<file path="src/rtl/regfile_wb_arbiter_if.sv">
// Writeback request/response bundle between the two producers (A: ALU, B: load/multi-cycle)
// and the register-file write port arbiter.
interface regfile_wb_arbiter_if;
  logic        a_valid;
  logic [4:0]  a_reg;
  logic [31:0] a_data;
  logic        b_valid;
  logic [4:0]  b_reg;
  logic [31:0] b_data;
  logic        b_ready;
  logic        a_hold;
  logic        EnableWrite;
  logic [4:0]  write_reg;
  logic [31:0] write_data;
  logic [31:0] pending_mask;
  logic        hold_violation;

  modport master (
    output a_valid, a_reg, a_data, b_valid, b_reg, b_data,
    input  b_ready, a_hold, EnableWrite, write_reg, write_data, pending_mask, hold_violation
  );

  modport slave (
    input  a_valid, a_reg, a_data, b_valid, b_reg, b_data,
    output b_ready, a_hold, EnableWrite, write_reg, write_data, pending_mask, hold_violation
  );
endinterface

</file>
<file path="src/rtl/regfile_wb_arbiter.sv">
// Register-file writeback arbiter: A has priority, B is queued in a 2-entry FIFO with
// WAW squashing, starvation relief via a one-cycle a_hold pulse, and a sticky hold violation flag.
module regfile_wb_arbiter #(
  parameter int STARVE_LIMIT = 3
) (
  input logic               clk,
  input logic               rst,
  regfile_wb_arbiter_if.slave bus
);
  localparam int CW = (STARVE_LIMIT < 1) ? 1 : $clog2(STARVE_LIMIT + 1);

  logic [4:0]    reg_q [2];
  logic [4:0]    reg_d [2];
  logic [31:0]   data_q [2];
  logic [31:0]   data_d [2];
  logic [1:0]    vld_q, vld_d;
  logic [1:0]    cnt_q, cnt_d, cnt_p;
  logic [CW-1:0] starve_q, starve_d;
  logic          hold_q, hold_d;
  logic          viol_q, viol_d;
  logic          en_q, en_d;
  logic [4:0]    wreg_q, wreg_d;
  logic [31:0]   wdata_q, wdata_d;
  logic          push, pop, head_vld, b_grant;
  logic [31:0]   mask;

  assign bus.b_ready        = (cnt_q < 2'd2) && !rst;
  assign bus.a_hold         = hold_q;
  assign bus.hold_violation = viol_q;
  assign bus.EnableWrite    = en_q;
  assign bus.write_reg      = wreg_q;
  assign bus.write_data     = wdata_q;
  assign bus.pending_mask   = mask;

  always_comb begin
    mask = '0;
    for (int i = 0; i < 2; i++)
      if (vld_q[i]) mask[reg_q[i]] = 1'b1;
  end

  always_comb begin
    push     = bus.b_valid && bus.b_ready;
    head_vld = (cnt_q != 2'd0) && vld_q[0];
    // A squashed head leaves regardless of A; a valid head leaves only when it wins.
    pop      = (cnt_q != 2'd0) && (!vld_q[0] || !bus.a_valid);
    b_grant  = head_vld && !bus.a_valid;

    reg_d  = reg_q;
    data_d = data_q;
    vld_d  = vld_q;
    if (pop) begin
      reg_d[0]  = reg_q[1];
      data_d[0] = data_q[1];
      vld_d     = {1'b0, vld_q[1]};
    end
    cnt_p = cnt_q - {1'b0, pop};
    if (push) begin
      reg_d[cnt_p[0]]  = bus.b_reg;
      data_d[cnt_p[0]] = bus.b_data;
      vld_d[cnt_p[0]]  = 1'b1;
    end
    cnt_d = cnt_p + {1'b0, push};

    // The A value is younger than anything queued, so older writes to its register die here.
    if (bus.a_valid)
      for (int i = 0; i < 2; i++)
        if (reg_d[i] == bus.a_reg) vld_d[i] = 1'b0;

    en_d    = 1'b0;
    wreg_d  = wreg_q;
    wdata_d = wdata_q;
    if (bus.a_valid) begin
      if (bus.a_reg != 5'd0) begin
        en_d    = 1'b1;
        wreg_d  = bus.a_reg;
        wdata_d = bus.a_data;
      end
    end else if (b_grant && reg_q[0] != 5'd0) begin
      en_d    = 1'b1;
      wreg_d  = reg_q[0];
      wdata_d = data_q[0];
    end

    if (b_grant || cnt_q == 2'd0) starve_d = '0;
    else if (head_vld && bus.a_valid) starve_d = starve_q + 1'b1;
    else starve_d = starve_q;
    hold_d = 1'b0;
    if (starve_d == CW'(STARVE_LIMIT)) begin
      hold_d   = 1'b1;
      starve_d = '0;
    end

    viol_d = viol_q | (bus.a_valid && hold_q);
  end

  always_ff @(posedge clk or posedge rst) begin
    if (rst) begin
      for (int i = 0; i < 2; i++) begin
        reg_q[i]  <= '0;
        data_q[i] <= '0;
      end
      vld_q    <= '0;
      cnt_q    <= '0;
      starve_q <= '0;
      hold_q   <= 1'b0;
      viol_q   <= 1'b0;
      en_q     <= 1'b0;
      wreg_q   <= '0;
      wdata_q  <= '0;
    end else begin
      reg_q    <= reg_d;
      data_q   <= data_d;
      vld_q    <= vld_d;
      cnt_q    <= cnt_d;
      starve_q <= starve_d;
      hold_q   <= hold_d;
      viol_q   <= viol_d;
      en_q     <= en_d;
      wreg_q   <= wreg_d;
      wdata_q  <= wdata_d;
    end
  end
endmodule

</file>
<file path="src/flat_wrapper.sv">
// flat-port wrapper written by rule: the top's interface ports become plain ports
module regfile_wb_arbiter_flat 
#(
  parameter int STARVE_LIMIT = 3
)
  (clk, rst, bus_a_valid, bus_a_reg, bus_a_data, bus_b_valid, bus_b_reg, bus_b_data, bus_b_ready, bus_a_hold, bus_EnableWrite, bus_write_reg, bus_write_data, bus_pending_mask, bus_hold_violation);
  regfile_wb_arbiter_if bus_i ();
  input logic clk;
  input logic rst;
  input wire logic [$bits(bus_i.a_valid)-1:0] bus_a_valid;
  input wire logic [$bits(bus_i.a_reg)-1:0] bus_a_reg;
  input wire logic [$bits(bus_i.a_data)-1:0] bus_a_data;
  input wire logic [$bits(bus_i.b_valid)-1:0] bus_b_valid;
  input wire logic [$bits(bus_i.b_reg)-1:0] bus_b_reg;
  input wire logic [$bits(bus_i.b_data)-1:0] bus_b_data;
  output wire logic [$bits(bus_i.b_ready)-1:0] bus_b_ready;
  output wire logic [$bits(bus_i.a_hold)-1:0] bus_a_hold;
  output wire logic [$bits(bus_i.EnableWrite)-1:0] bus_EnableWrite;
  output wire logic [$bits(bus_i.write_reg)-1:0] bus_write_reg;
  output wire logic [$bits(bus_i.write_data)-1:0] bus_write_data;
  output wire logic [$bits(bus_i.pending_mask)-1:0] bus_pending_mask;
  output wire logic [$bits(bus_i.hold_violation)-1:0] bus_hold_violation;
  assign bus_i.a_valid = bus_a_valid;
  assign bus_i.a_reg = bus_a_reg;
  assign bus_i.a_data = bus_a_data;
  assign bus_i.b_valid = bus_b_valid;
  assign bus_i.b_reg = bus_b_reg;
  assign bus_i.b_data = bus_b_data;
  assign bus_b_ready = bus_i.b_ready;
  assign bus_a_hold = bus_i.a_hold;
  assign bus_EnableWrite = bus_i.EnableWrite;
  assign bus_write_reg = bus_i.write_reg;
  assign bus_write_data = bus_i.write_data;
  assign bus_pending_mask = bus_i.pending_mask;
  assign bus_hold_violation = bus_i.hold_violation;
  regfile_wb_arbiter #(.STARVE_LIMIT(STARVE_LIMIT)) u_core (.clk(clk), .rst(rst), .bus(bus_i));
endmodule
</file>
<file path="config.mk">
export PLATFORM = sky130hd
export DESIGN_NAME = regfile_wb_arbiter_flat
export DESIGN_NICKNAME = d
export VERILOG_FILES = /design/src/rtl/regfile_wb_arbiter_if.sv /design/src/rtl/regfile_wb_arbiter.sv /design/src/flat_wrapper.sv
export SDC_FILE = /design/constraint.sdc
export NUM_CORES = 1
export LEC_CHECK = 0
export BUFFER_PORTS_ARGS = -buffer_cell sky130_fd_sc_hd__buf_2
export CORE_ASPECT_RATIO = 1.4
export CORE_UTILIZATION = 48
export DETAILED_ROUTE_END_ITERATION = 12
export PLACE_DENSITY = 0.76
export SYNTH_ARGS = -nofsm -noshare
export SYNTH_HDL_FRONTEND = slang
export SYNTH_SLANG_ARGS = --single-unit
</file>
<file path="constraint.sdc">
create_clock -name clk -period 3.23 [get_ports clk]
set_clock_uncertainty 0.05 [all_clocks]
set_input_delay 0 -clock clk [delete_from_list [all_inputs] [get_ports clk]]
set_output_delay 0 -clock clk [all_outputs]
set_load 0.01 [all_outputs]
</file>
Yosys cells after proc, flatten, opt, wreduce, memory -nomap -nowiden:

Index checks and enable logic that the tools add are counted.

* add/subtract/negate cells: 3
* order comparisons: 9
* equality and inequality tests: 4
* mux-type cells: 36
* bitwise gates (word level): 4
* reduce and logical (&&, ||, !) cells: 23

Operator list (count)
* 2-to-1 mux 32 bit: 7
* bitwise mux 64 bit: 1
* 2-to-1 mux 64 bit: 1
* demux 32 bit (select 1 bit): 1
* bitwise OR 32 bit: 1
* 2-to-1 mux 5 bit: 5
* logical AND 1 bit: 12
* less-than comparator 5 x 6 -> 1 bit (second input constant): 2
* 2-to-1 mux 2 bit: 6
* bitwise mux 10 bit: 1
* demux 1 bit (select 5 bit): 2
* == test 5 bit: 2
* greater-or-equal comparator 5 x 1 -> 1 bit (second input constant): 2
* 2-to-1 mux 10 bit: 1
* nonzero test 5 bit: 2
* 2-to-1 mux 1 bit: 9
* demux 5 bit (select 1 bit): 1
* nonzero test 2 bit: 2
* logical NOT 1 bit: 3
* adder 2 x 1 -> 2 bit: 1
* adder 2 x 1 -> 2 bit (second input constant): 1
* == test 2 bit (second input constant): 1
* greater-or-equal comparator 2 bit (second input constant): 1
* logical NOT 2 bit: 1
* 12 further kinds: 13

* register bits after elaboration: 120
* output and inout bits: 73
* logic and storage cells: 91

Longest topological paths before layout:

* depth after elaboration: 14
* gate-level depth with buffers: 9
* mapped depth without buffers: 6

Least setup slack after synthesis:

OpenSTA, ideal clock, no wires.

* path kind: flip-flop to flip-flop
* start point: reg u_core.vld_q[0]
* end point: reg (tool-made name)
* arrival: 2319 ps
* data required time: 3055 ps
* path slack: 737 ps
* cell stages (with the launch flop): 10
* path buffers: 5
* cell sequence: dfrtp_1 -> buf_4 -> o2bb2ai_2 -> buf_4 -> buf_2 -> o21ai_0 -> ha_1 -> clkbuf_1 -> clkbuf_1 -> mux2_2

RTL lines
* start: declaration: line regfile_wb_arbiter.sv:16 `logic [1:0] vld_q, vld_d;`
* start signal: assignment: line regfile_wb_arbiter.sv:113 `vld_q <= vld_d;`

Worst setup path in the final report:

* start point: reg u_core.cnt_q[1]
* end point: reg u_core.vld_q[0]

* cells in the longest elaborated chain, start to end: 13

Ends and longest elaborated chain
* start: declaration: line regfile_wb_arbiter.sv:17 `logic [1:0] cnt_q, cnt_d, cnt_p;`
* start signal: assignment: line regfile_wb_arbiter.sv:114 `cnt_q <= cnt_d;`
* nonzero test 2 bit: line regfile_wb_arbiter.sv:45 `pop = (cnt_q != 2'd0) && (!vld_q[0] || !bus.a_valid);`
* logical AND 1 bit: line regfile_wb_arbiter.sv:45
* subtractor 2 x 1 -> 2 bit: line regfile_wb_arbiter.sv:56 `cnt_p = cnt_q - {1'b0, pop};`
* inverter 1 -> 2 bit (implied by the code): line regfile_wb_arbiter.sv:58 `reg_d[cnt_p[0]] = bus.b_reg;`
* greater-or-equal comparator 2 bit (implied by the code) or less-than comparator 2 x 1 -> 1 bit (tied branches): line regfile_wb_arbiter.sv:58
* logical AND 1 bit (implied by the code): line regfile_wb_arbiter.sv:58
* 2-to-1 mux 5 bit (implied by the code): line regfile_wb_arbiter.sv:58
* demux 5 bit (select 1 bit): line regfile_wb_arbiter.sv:58
* bitwise mux 10 bit: line regfile_wb_arbiter.sv:58
* 2-to-1 mux 10 bit: line regfile_wb_arbiter.sv:57 `if (push) begin`
* == test 5 bit: line regfile_wb_arbiter.sv:67 `if (reg_d[i] == bus.a_reg) vld_d[i] = 1'b0;`
* 2-to-1 mux 1 bit: line regfile_wb_arbiter.sv:67
* 2-to-1 mux 2 bit *: line regfile_wb_arbiter.sv:65 `if (bus.a_valid)`
* named net u_core.vld_d[0]: line regfile_wb_arbiter.sv:16

The timed path passes the listed nets; every way through them passes the cells marked *.
A chain may end at the register's enable or synchronous reset.

==> impl_metrics.tcl <==
set metrics [dict create \
    slew_viol_final 0 \
    synth.distinct_cells 40 \
    hold_path_class "in2reg" \
    clockBufferDepth 2 \
    wl_per_cell_um 17.7 \
    fmax_ghz 0.415 \
    drtIter0Drc 305 \
    cts_tree "done" \
    ir_drop_v 0.000568 \
    rsz0062_at_grt "no" \
    final-setup-viol-count 0 \
    avgSynthCellArea_sq_um 10.6 \
    grt_pass1_vias 5394 \
    dominantRegCellSynth "dfrtp_1" \
    min-delay-start "bus_a_reg[3]" \
    htree_levels 4 \
    holdBufCountCts 75 \
    critical_path_class "reg2reg" \
    status "completed" \
    viasPerCell 5.69 \
    arrival_ns 2.63 \
    hold_viol_final 0 \
    powerDensity_mw_per_mm2 882 \
    total_power_w 0.00712 \
    io_pins 151 \
    grtUsageTotal_pct 27.1 \
    worstSetupStartpointType "flop" \
    syn2layout_area_growth_pct 37.4 \
    cts_buffers 17 \
    critical_path.startpoint "u_core.cnt_q[1]" \
    critPathCaptureType "flop" \
    postCtsSetupBuffers 0 \
    drtAntennaViolNets 0 \
    syn_inst 552 \
    ys.warnings.count 0 \
    synthTopCellsByArea "dfrtp_1, mux2i_1, mux2_2" \
    drive_above_1_share_pct 30.6 \
    p_leak_nw 3.81 \
    syn_nets 631 \
    ys_ff_latch 120 \
    vias 5245 \
    dr.pass1.iters 7 \
    grt_overflow 0 \
    synthArstFlopShare_pct 100 \
    yosysSeqAreaShare_pct 51.1 \
    crit_fanout 24 \
    clk_latency_ns 0.41 \
    place_congestion 0.896 \
    slew_headroom_pct 25.0 \
    synth_common_cells "dfrtp_1, mux2i_1, nor2_1" \
    die-area_sq_mm 0.0127 \
    rows 47 \
    design.core.area_sq_mm 0.0119 \
    cp_data_required_time_ns 3.45 \
    die_y_um 133 \
    nNetsFinal 842 \
    grt_max_degree 76 \
    dieWidth_um 95.5 \
    wl_um 16300 \
    fillers 874 \
    clock-sinks 120 \
    clk_pin_slew_ns 0.06 \
    num_antenna_cells 0 \
    worstMarginPinSlew_ns 1.12 \
    synth.top_cell.area_share_pct 51.1 \
    detailed_place_hpwl_um 10300 \
    synth_top_area_cell "dfrtp_1" \
    grt_pass1_wl_um 26200 \
    synth_edf_count 0 \
    cts-root-buf "clkbuf_16" \
    period_share_pct 74.6 \
    initial_core_util_pct 49.5 \
    cts_resized 0 \
    antenna_found_initial 0 \
    max-cap-violations 0 \
    setup_tns_ns 0 \
    synth.most_common_cell "dfrtp_1" \
    netlist_area_sq_mm 0.00587 \
    portBuffers 150 \
    min_period_ns 2.41 \
    drc 0 \
    r2r_start "u_core.cnt_q[1]" \
]
==> report_power, final <==
group | internal, W | switching, W | leakage [nW] | total, W
combinational | 0.00114 | 0.00129 | 2.07 | 0.00243
sequential | 0.00218 | 0.000537 | 1.45 | 0.00272
clock | 0.00131 | 0.000663 | 0.292 | 0.00197
==> layer usage <==
layer,up-vias,routed length (um),share of wire [%],track usage [%]
met5,-,0,0,0
met4,0,548,3.4,13.4
met3,50,750,4.6,5.46
met2,225,8730,54,48.2
met1,2545,6270,38,29.8
li1,2425,-,-,-
==> per-stage QoR <==
| step | utilization [%] | cells | instance area, sq um | hold slack [ns] | worst slack, ns |
|---|---|---|---|---|---|
| after floorplan | - | 552 | 5880 | -0.00708 | 0.737 |
| after global placement | 56.4 | 816 | 6700 | 0.164 | 0.906 |
| after detailed placement | 56.4 | 816 | 6700 | 0.178 | 0.851 |
| after CTS | 67.9 | 922 | 8070 | 0.0138 | 0.837 |
| after global routing | 67.9 | 922 | 8070 | 0.0329 | 0.657 |
| final | 67.9 | 922 | 8070 | 0.0420 | 0.819 |
==> final timing paths <==
| path | cells after the start | to | slack (ns) |
|---|---|---|---|
| max | 5 | u_core.vld_q[0] | 0.82 |
| min | 3 | u_core.bus.write_reg[3] | 0.04 |
| max reg2reg | 5 | u_core.vld_q[0] | 0.82 |
| min reg2reg | 1 | u_core.bus.hold_violation | 0.42 |
| max in group asynchronous | 4 | asynchronous set/reset pin | 1.89 |
| min in group asynchronous | 3 | u_core.bus.write_reg[0] | 0.39 |
==> cells in the final DEF, fill, tap and decap left out, types with 10 or more instances in the layout <==
master,count
a21oi_1,43
clkbuf_16,17
dfrtp_1,120
nor2_1,46
nand3_1,12
mux2_2,34
o21ai_0,41
o22ai_1,32
nand3b_1,10
buf_2,150
dlygate4sd3_1,75
mux2i_1,74
nand2_1,42
==> worst max-delay path, stage by stage (launching register included) <==
cell and delay [ns]:
dfrtp_1 0.46, o2bb2ai_4 0.72, mux2i_1 0.41, a211oi_1 0.13, nor4_1 0.36, a31oi_1 0.15
==> final cells by class <==
class                           count  area, sq um  share of cell area (%)
Sequential cell                   120         3000                    37.2
Timing Repair Buffer              234         1590                    19.8
Clock buffer                       20          447                    5.54
Inverter                            2         11.3                   0.140
Multi-Input combinational cell    388         2660                    32.9
Tap cell                          147          184                    2.28
Clock inverter                     11          174                    2.16
==> logic make-up (layout without fill, tap and decap cells) <==
logic type                 count (synthesis)  in the layout  synth area share, %
adders and majority gates                  1              1                0.213
DFF                                      120            120                 51.1
muxes                                    109            109                 19.4
and+or+nand+nor                          141            141                 11.6
buffers and inverters                     44            267                 4.28
xor gates and xnor gates                   2              2                0.298
AOI/OAI and AO/OA                        135            135                 13.1
Power figures use the tool's default switching activity.
